==> src/rtl/reg_share_arbiter_if.sv <==
// Bus between the four client datapaths and the shared-register arbiter.
// Clients drive request/lock/write fields; the arbiter returns grant, owner,
// busy and the shared register contents.
interface reg_share_arbiter_if #(
    parameter int WIDTH = 32
);
    logic [3:0]         req;
    logic [3:0]         lock;
    logic [3:0]         wr;
    logic [4*WIDTH-1:0] wdata;
    logic [3:0]         gnt;
    logic [1:0]         owner;
    logic               busy;
    logic [WIDTH-1:0]   q;

    modport master (output req, lock, wr, wdata, input gnt, owner, busy, q);
    modport slave  (input req, lock, wr, wdata, output gnt, owner, busy, q);
endinterface

==> src/rtl/reg_share_arbiter.sv <==
// Round-robin owner of one shared WIDTH-bit register among four requesters.
// The grant is registered and one-hot. A locked owner keeps the register
// until it drops req or lock, or until it has held it MAXHOLD cycles while
// someone else is waiting. Only the granted requester's write lands in q.
module reg_share_arbiter #(
    parameter int WIDTH   = 32,
    parameter int MAXHOLD = 16
) (
    input logic                  clk,
    input logic                  reset,
    reg_share_arbiter_if.slave   bus
);
    localparam logic [0:0] IDLE = 1'b0;
    localparam logic [0:0] OWN  = 1'b1;
    localparam logic [7:0] HOLD_MAX = 8'(MAXHOLD);

    logic [0:0]       state;
    logic [3:0]       gnt;
    logic [1:0]       owner;
    logic [1:0]       ptr;
    logic [7:0]       hold_cnt;
    logic [WIDTH-1:0] q;

    logic             others_waiting;
    logic             release_own;
    logic             arbitrate;
    logic             found;
    logic [1:0]       winner;
    logic [1:0]       idx;
    logic             wr_hit;

    // Release decision for the current owner and whether to arbitrate now.
    always_comb begin
        others_waiting = |(bus.req & ~gnt);
        release_own    = (state == OWN) &&
                         (!bus.req[owner] || !bus.lock[owner] ||
                          (hold_cnt == HOLD_MAX && others_waiting));
        arbitrate      = (state == IDLE) || release_own;
    end

    // Round-robin search from ptr. While owning, ptr is already owner+1, so
    // the released owner naturally ends up at lowest priority. Scanning in
    // descending distance lets the nearest requester overwrite the result.
    always_comb begin
        found  = 1'b0;
        winner = ptr;
        idx    = '0;
        for (int k = 3; k >= 0; k--) begin
            idx = ptr + 2'(k);
            if (bus.req[idx]) begin
                found  = 1'b1;
                winner = idx;
            end
        end
    end

    // Grant state: new grant on arbitration, otherwise extend and count.
    always_ff @(posedge clk) begin
        if (reset) begin
            state    <= IDLE;
            gnt      <= '0;
            owner    <= '0;
            ptr      <= '0;
            hold_cnt <= '0;
        end else if (arbitrate) begin
            if (found) begin
                state    <= OWN;
                gnt      <= 4'b0001 << winner;
                owner    <= winner;
                ptr      <= winner + 2'd1;
                hold_cnt <= 8'd1;
            end else begin
                // owner and ptr keep the last owner's history in IDLE
                state    <= IDLE;
                gnt      <= '0;
                hold_cnt <= '0;
            end
        end else if (hold_cnt != HOLD_MAX) begin
            hold_cnt <= hold_cnt + 8'd1;
        end
    end

    // gnt is one-hot on owner, so a hit always selects the owner's slice.
    assign wr_hit = |(gnt & bus.wr);

    // Shared register: loads only from the current grant holder.
    always_ff @(posedge clk) begin
        if (reset) begin
            q <= '0;
        end else if (wr_hit) begin
            q <= bus.wdata[owner*WIDTH +: WIDTH];
        end
    end

    assign bus.gnt   = gnt;
    assign bus.owner = owner;
    assign bus.busy  = |gnt;
    assign bus.q     = q;
endmodule

==> src/flat_wrapper.sv <==
// flat-port wrapper written by rule: the top's interface ports become plain ports
module reg_share_arbiter_flat 
#(
    parameter int WIDTH   = 32,
    parameter int MAXHOLD = 16
)
  (clk, reset, bus_req, bus_lock, bus_wr, bus_wdata, bus_gnt, bus_owner, bus_busy, bus_q);
  reg_share_arbiter_if #(.WIDTH(WIDTH)) bus_i ();
  input logic clk;
  input logic reset;
  input wire logic [$bits(bus_i.req)-1:0] bus_req;
  input wire logic [$bits(bus_i.lock)-1:0] bus_lock;
  input wire logic [$bits(bus_i.wr)-1:0] bus_wr;
  input wire logic [$bits(bus_i.wdata)-1:0] bus_wdata;
  output wire logic [$bits(bus_i.gnt)-1:0] bus_gnt;
  output wire logic [$bits(bus_i.owner)-1:0] bus_owner;
  output wire logic [$bits(bus_i.busy)-1:0] bus_busy;
  output wire logic [$bits(bus_i.q)-1:0] bus_q;
  assign bus_i.req = bus_req;
  assign bus_i.lock = bus_lock;
  assign bus_i.wr = bus_wr;
  assign bus_i.wdata = bus_wdata;
  assign bus_gnt = bus_i.gnt;
  assign bus_owner = bus_i.owner;
  assign bus_busy = bus_i.busy;
  assign bus_q = bus_i.q;
  reg_share_arbiter #(.WIDTH(WIDTH), .MAXHOLD(MAXHOLD)) u_core (.clk(clk), .reset(reset), .bus(bus_i));
endmodule
==> config.mk <==
export PLATFORM = sky130hd
export DESIGN_NAME = reg_share_arbiter_flat
export DESIGN_NICKNAME = d
export VERILOG_FILES = /design/src/rtl/reg_share_arbiter_if.sv /design/src/rtl/reg_share_arbiter.sv /design/src/flat_wrapper.sv
export SDC_FILE = /design/constraint.sdc
export NUM_CORES = 1
export LEC_CHECK = 0
export BUFFER_PORTS_ARGS = -buffer_cell sky130_fd_sc_hd__buf_2
export CORE_ASPECT_RATIO = 0.75
export CORE_MARGIN = 2
export CORE_UTILIZATION = 46
export DETAILED_ROUTE_END_ITERATION = 8
export GPL_TIMING_DRIVEN = 0
export PLACE_DENSITY_LB_ADDON = 0.3
export SYNTH_ARGS = -nofsm -noshare
export SYNTH_HDL_FRONTEND = slang
export SYNTH_SLANG_ARGS = --single-unit
==> constraint.sdc <==
create_clock -name clk -period 3.6 [get_ports clk]
set_clock_uncertainty 0.15 [all_clocks]
set_input_delay 0.18 -clock clk [delete_from_list [all_inputs] [get_ports clk]]
set_output_delay 0.18 -clock clk [all_outputs]
set_load 0.005 [all_outputs]
# ---- Yosys cells after proc, flatten, opt, wreduce, memory -nomap -nowiden
# Index checks and enable logic that the tools add are counted.
dict set report word_totals {
  inputBits 142
  out_inout_bits 39
  reg_bits 49
  wordCells 61
}
dict set report classes {
  reduce_logical 12
  eq_ne 2
  add_sub_neg 5
  n_mux 25
  magnitude_cmp 5
  shifts 2
  bitwise 4
}
# operator n
set ops {}
lappend ops {{128-bit by 8-bit indexed part select with 32-bit output} 1}
lappend ops {{8-bit two-way mux} 2}
lappend ops {{2-bit by 3-bit less-than comparator with 1-bit output (second input constant)} 5}
lappend ops {{1-bit binary-select mux with 2-bit select} 6}
lappend ops {{1-bit two-way mux} 12}
lappend ops {{4-bit OR reduction} 3}
lappend ops {{8-bit by 1-bit adder with 8-bit output (second input constant)} 1}
lappend ops {{4-bit AND} 2}
lappend ops {{8-bit by 5-bit equality test with 1-bit output (second input constant)} 1}
lappend ops {{2-bit two-way mux} 4}
lappend ops {{8-bit by 5-bit inequality test with 1-bit output (second input constant)} 1}
lappend ops {{2-bit by 1-bit adder with 2-bit output (second input constant)} 2}
lappend ops {{2-bit adder (second input constant)} 2}
lappend ops {{4-bit two-way mux} 1}
lappend ops {{4-bit inverter} 1}
lappend ops {{1-bit by 2-bit left shift with 4-bit output (first input constant)} 1}
lappend ops {{1-bit logical OR} 3}
lappend ops {{1-bit logical AND} 2}
lappend ops {{1-bit logical NOT} 2}
lappend ops {{2-bit AND reduction} 1}
lappend ops {{2-bit nonzero test} 1}
lappend ops {{1-bit inverter} 1}

# ---- Logic depth before layout (Yosys ltp)
dict set report depth {
  depth_word 9
  ltp_mapped 7
  mapped_depth_nobuf 7
}

# ---- Worst setup path after synthesis
# No wires, ideal clock.
dict set report synth_timing {
  kind {register -> register}
  from {reg u_core.hold_cnt[0]}
  to {reg u_core.gnt[0] (netlist: u_core.bus.gnt[0])}
  setup_time_ns 0.088
  required_time_ns 3.362
  stages_incl_launch_ff 8
  period_less_slack_ns 2.048
  arrival_time_ns 1.809
  slack_ns 1.552
  path_cell_list {dfxtp_1 > inv_1 > ha_1 > nor4bb_1 > nand2_1 > o2111a_2 > or3_4 > o32ai_2}
}
dict set report synth_via {
  elab_chain_cells 5
}
# item line
set synth_lines {}
lappend synth_lines {{from (decl)} reg_share_arbiter.sv:21} ;# logic [7:0] hold_cnt;
lappend synth_lines {{from (signal assigned)} reg_share_arbiter.sv:79} ;# hold_cnt <= hold_cnt + 8'd1;
lappend synth_lines {{8-bit by 5-bit equality test with 1-bit output} reg_share_arbiter.sv:37} ;# (hold_cnt == HOLD_MAX && others_waiting));
lappend synth_lines {{1-bit logical AND} reg_share_arbiter.sv:37}
lappend synth_lines {{1-bit logical OR} reg_share_arbiter.sv:36} ;# (!bus.req[owner] || !bus.lock[owner] ||
lappend synth_lines {{1-bit logical AND} reg_share_arbiter.sv:35} ;# release_own = (state == OWN) &&
lappend synth_lines {{1-bit logical OR} reg_share_arbiter.sv:38} ;# arbitrate = (state == IDLE) || release_own;
lappend synth_lines {{to (signal assigned)} reg_share_arbiter.sv:68} ;# gnt <= 4'b0001 << winner;
lappend synth_lines {{to (decl)} reg_share_arbiter.sv:18} ;# logic [3:0] gnt;
# Every way passes these cells.
# A chain may end at the register's enable or synchronous reset.

# ---- Worst setup path after layout
dict set report layout_timing {
  from {reg u_core.hold_cnt[0]}
  to {reg u_core.gnt[1] (netlist: u_core.bus.gnt[1])}
}
# Same word-level chain as after synthesis.

==> impl_metrics.py <==
metrics = {
    "sta": {
        "rsz0062_at_grt": "no",
        "period_needed_ns": 2.294,
        "setup_tns_ns": 0,
        "hold_viol_final": 0,
        "worst_slew_pin_slew_ns": 0.6023,
        "timing.final.crit_share_pct": 63.72,
        "max_freq_ghz": 0.4360,
        "slew_headroom_pct": 59.85,
        "setup_viol": 0,
        "slew_viol_final": 0,
    },
    "critical_path": {
        "endpoint_kind": "flip-flop",
        "worstPathArrival_ns": 2.36,
        "worstPathCellList": "inv_1 > ha_1 > nor4bb_1 > nand2_1 > o2111ai_2 > nand3_1 > o32ai_1",
        "critPathKind": "reg2reg",
        "worstSetupStartpointType": "flip-flop",
        "r2r_start": "u_core.hold_cnt[0]",
        "crit_start": "u_core.hold_cnt[0]",
        "required_ns": 3.66,
        "critical_path.max_fanout": 10,
        "critPathMaxStageDelay_ns": 0.49,
        "ff2ff_setup_slack_ns": 1.31,
        "critPathSlowestCell": "o2111ai_2",
        "rr_worst_depth": 7,
        "r2r_end": "u_core.bus.gnt[1]",
    },
    "detailed_routing": {
        "wl_met2_um": 4344,
        "routed.top_layer": "met4",
        "drc_errors": 0,
        "final_antenna_net_count": 0,
        "dr.pass1.iters": 4,
        "drt_iter0_markers": 91,
        "via_per_inst": 5.376,
        "wirelength_um": 8686,
        "routedWlPerCell_um": 15.76,
        "met1_length_um": 3437,
        "dr_wl_met3_um": 797,
        "vias": 2962,
    },
    "die": {
        "pin_count": 181,
        "die_x_um": 93.55,
        "die_h_um": 71.16,
        "start_util_pct": 47.49,
        "placementRows": 24,
        "core_mm2": 0.005826,
        "dieArea_mm2": 0.006657,
    },
    "pwr": {
        "power_density_mw_per_mm2": 462.7,
        "net-switching-power_uw": 589.6,
        "p_seq_share_pct": 38.1,
        "p_leak_nw": 1.718,
        "comb_power_share_pct": 39.0,
        "intPower_mw": 1.205,
        "ir_drop_uv": 247.8,
        "p_sw_share_pct": 32.85,
        "clock_power_share_pct": 22.9,
    },
    "clock_network": {
        "root_buffer": "clkbuf_8",
        "clk_latency_ns": 0.30,
        "hold_buffers": 0,
        "clock-sinks": 49,
        "numCtsBuffers": 5,
        "htreeDepth": 2,
        "path_clk_slew_ns": 0.09,
        "cts.path.max_buffers": 2,
        "cts_resized": 0,
        "tritoncts": "yes",
        "postCtsSetupRepairBufs": 0,
    },
    "placement": {
        "place_congestion": 0.8762,
        "dpl.hpwl_um": 6942,
        "dpl_cell_area_mm2": 0.003760,
        "port_buffers": 179,
    },
    "global_routing": {
        "antenna_found_initial": 0,
        "grt_pass1_wl_um": 13370,
        "grt_max_degree": 16,
        "track_usage_pct": 25.69,
        "first_global_vias": 2880,
        "overflow": 0,
    },
    "logic_synthesis": {
        "synth_area_mm2": 0.002766,
        "synth_cells": 286,
        "synthFlopType": "dfxtp_1",
        "synth.avg_cell_area_um2": 9.673,
        "yosysSeqAreaShare_pct": 35.46,
        "synth_nets": 430,
        "synthArstFlopShare_pct": 0,
        "synth_edf_count": 0,
        "synth_warnings": 0,
        "ys_ff_latch": 49,
        "yosysUniqueCellTypes": 40,
    },
    "run": {
        "maxCapViolations": 0,
    },
    "layout": {
        "area_growth_pct": 40.25,
        "final_area_mm2": 0.003880,
        "diodes": 0,
        "nets": 616,
        "drive_above_1_share_pct": 48.20,
    },
    "hold_path": {
        "min_path_type": "in2reg",
        "hold_start": "reset",
        "hold-path-endpoint": "u_core.state",
        "hold_depth": 2,
    },
    "run_status": {
        "status": "complete, no violations",
    },
}
[worst max-delay path by stage]
stage,endpoint,slack [ns],cells after the start
after floorplan,u_core.bus.gnt[0],1.55,7
after global placement,u_core.bus.gnt[0],1.39,7
after detailed placement,u_core.bus.gnt[1],1.36,7
after CTS,u_core.bus.gnt[1],1.34,7
after global routing,u_core.bus.gnt[1],1.07,7
final,u_core.bus.gnt[1],1.31,7
[worst max-delay path, delay by kind of cell, from the launching register on]
kind | cells | cell delay (ns)
AOI/OAI and AO/OA | 2 | 0.76
DFF | 1 | 0.38
adders and majority gates | 1 | 0.13
buffers and inverters | 1 | 0.08
and+or+nand+nor | 3 | 0.71
[state kept, by name, indices dropped and copies added (netlist names)]
register and flops:
u_core.bus.owner 2, u_core.state 1, u_core.ptr 2, u_core.bus.gnt 4, u_core.bus.q 32, u_core.hold_cnt 8
[power by group through the flow]
stage / logic, mW / registers (mW) / clock network (mW)
after floorplan: 0.438 / 0.695 / 0
after global placement: 0.682 / 0.691 / 0
after detailed placement: 0.703 / 0.695 / 0
after CTS: 0.705 / 0.683 / 0.421
after global routing: 0.769 / 0.693 / 0.441
final: 0.700 / 0.684 / 0.412
[placed cells by master (no fill, tap or decap), types with 2 or more instances in the layout]
cell type,synthesis,routed
nand2b_1,7,7
xor2_1,5,5
ha_1,2,2
xnor2_1,2,2
nor2b_1,4,4
dfxtp_1,49,49
nor2_1,10,10
clkbuf_1,12,12
mux4_2,32,32
a311oi_1,2,2
clkbuf_8,0,6
o21ai_0,3,3
and3_1,2,2
a21oi_1,39,39
inv_1,6,6
nand3_1,8,8
a22oi_1,2,2
nand2_1,71,71
buf_2,3,182
buf_1,4,4
o32ai_1,3,3
[cells by family after synthesis]
logic type | count (synthesis) | share of synthesized area (%)
AO/OA/AOI/OAI | 59 | 13.70
XOR/XNOR | 7 | 2.216
adder cells (fa/ha/maj) | 2 | 0.9044
buffers and inverters | 26 | 3.799
flip-flops | 49 | 35.46
multiplexers | 32 | 26.05
AND/OR/NAND/NOR | 111 | 17.87
[metrics by stage]
stage / total power, mW / hold slack (ns) / worst slack (ns) / instances / utilization, %
after floorplan: 1.133 / 0.2026 / 1.552 / 286 / -
after global placement: 1.373 / 0.2855 / 1.393 / 543 / 64.54
after detailed placement: 1.398 / 0.2940 / 1.365 / 543 / 64.54
after CTS: 1.810 / 0.1060 / 1.340 / 551 / 66.60
after global routing: 1.903 / 0.1767 / 1.065 / 551 / 66.60
final: 1.795 / 0.1311 / 1.306 / 551 / 66.60
[synthesized netlist by cell type, types with 2 or more instances]
| library cell | count | share of area [%] |
|---|---|---|
| mux4_2 | 32 | 26 |
| a311oi_1 | 2 | 0.63 |
| buf_2 | 3 | 0.54 |
| ha_1 | 2 | 0.90 |
| o32ai_1 | 3 | 0.95 |
| nor2_1 | 10 | 1.4 |
| xor2_1 | 5 | 1.6 |
| o21ai_0 | 3 | 0.54 |
| xnor2_1 | 2 | 0.63 |
| nand3_1 | 8 | 1.4 |
| nor2b_1 | 4 | 0.90 |
| a22oi_1 | 2 | 0.54 |
| inv_1 | 6 | 0.81 |
| and3_1 | 2 | 0.45 |
| nand2b_1 | 7 | 1.6 |
| buf_1 | 4 | 0.54 |
| a21oi_1 | 39 | 7.1 |
| clkbuf_1 | 12 | 1.6 |
| dfxtp_1 | 49 | 35 |
| nand2_1 | 71 | 9.6 |
[per-layer routing]
layer	vias up	track usage, %
met5	-	0
li1	1413	-
met3	13	8.094
met1	1398	31.20
met2	138	44.28
met4	0	7.407
[cell type report]
cell class              count  area (um^2)
clock inverters             2        37.54
repair buffers            179        895.9
fillers                   506         1946
clock buffers               6        82.58
inverters                   6        22.52
well taps                  78        97.59
multi-input cells         211         1680
flip-flops and latches     49        980.9
plain buffers              20        82.58
No activity file was read; power rests on OpenSTA's default activity.
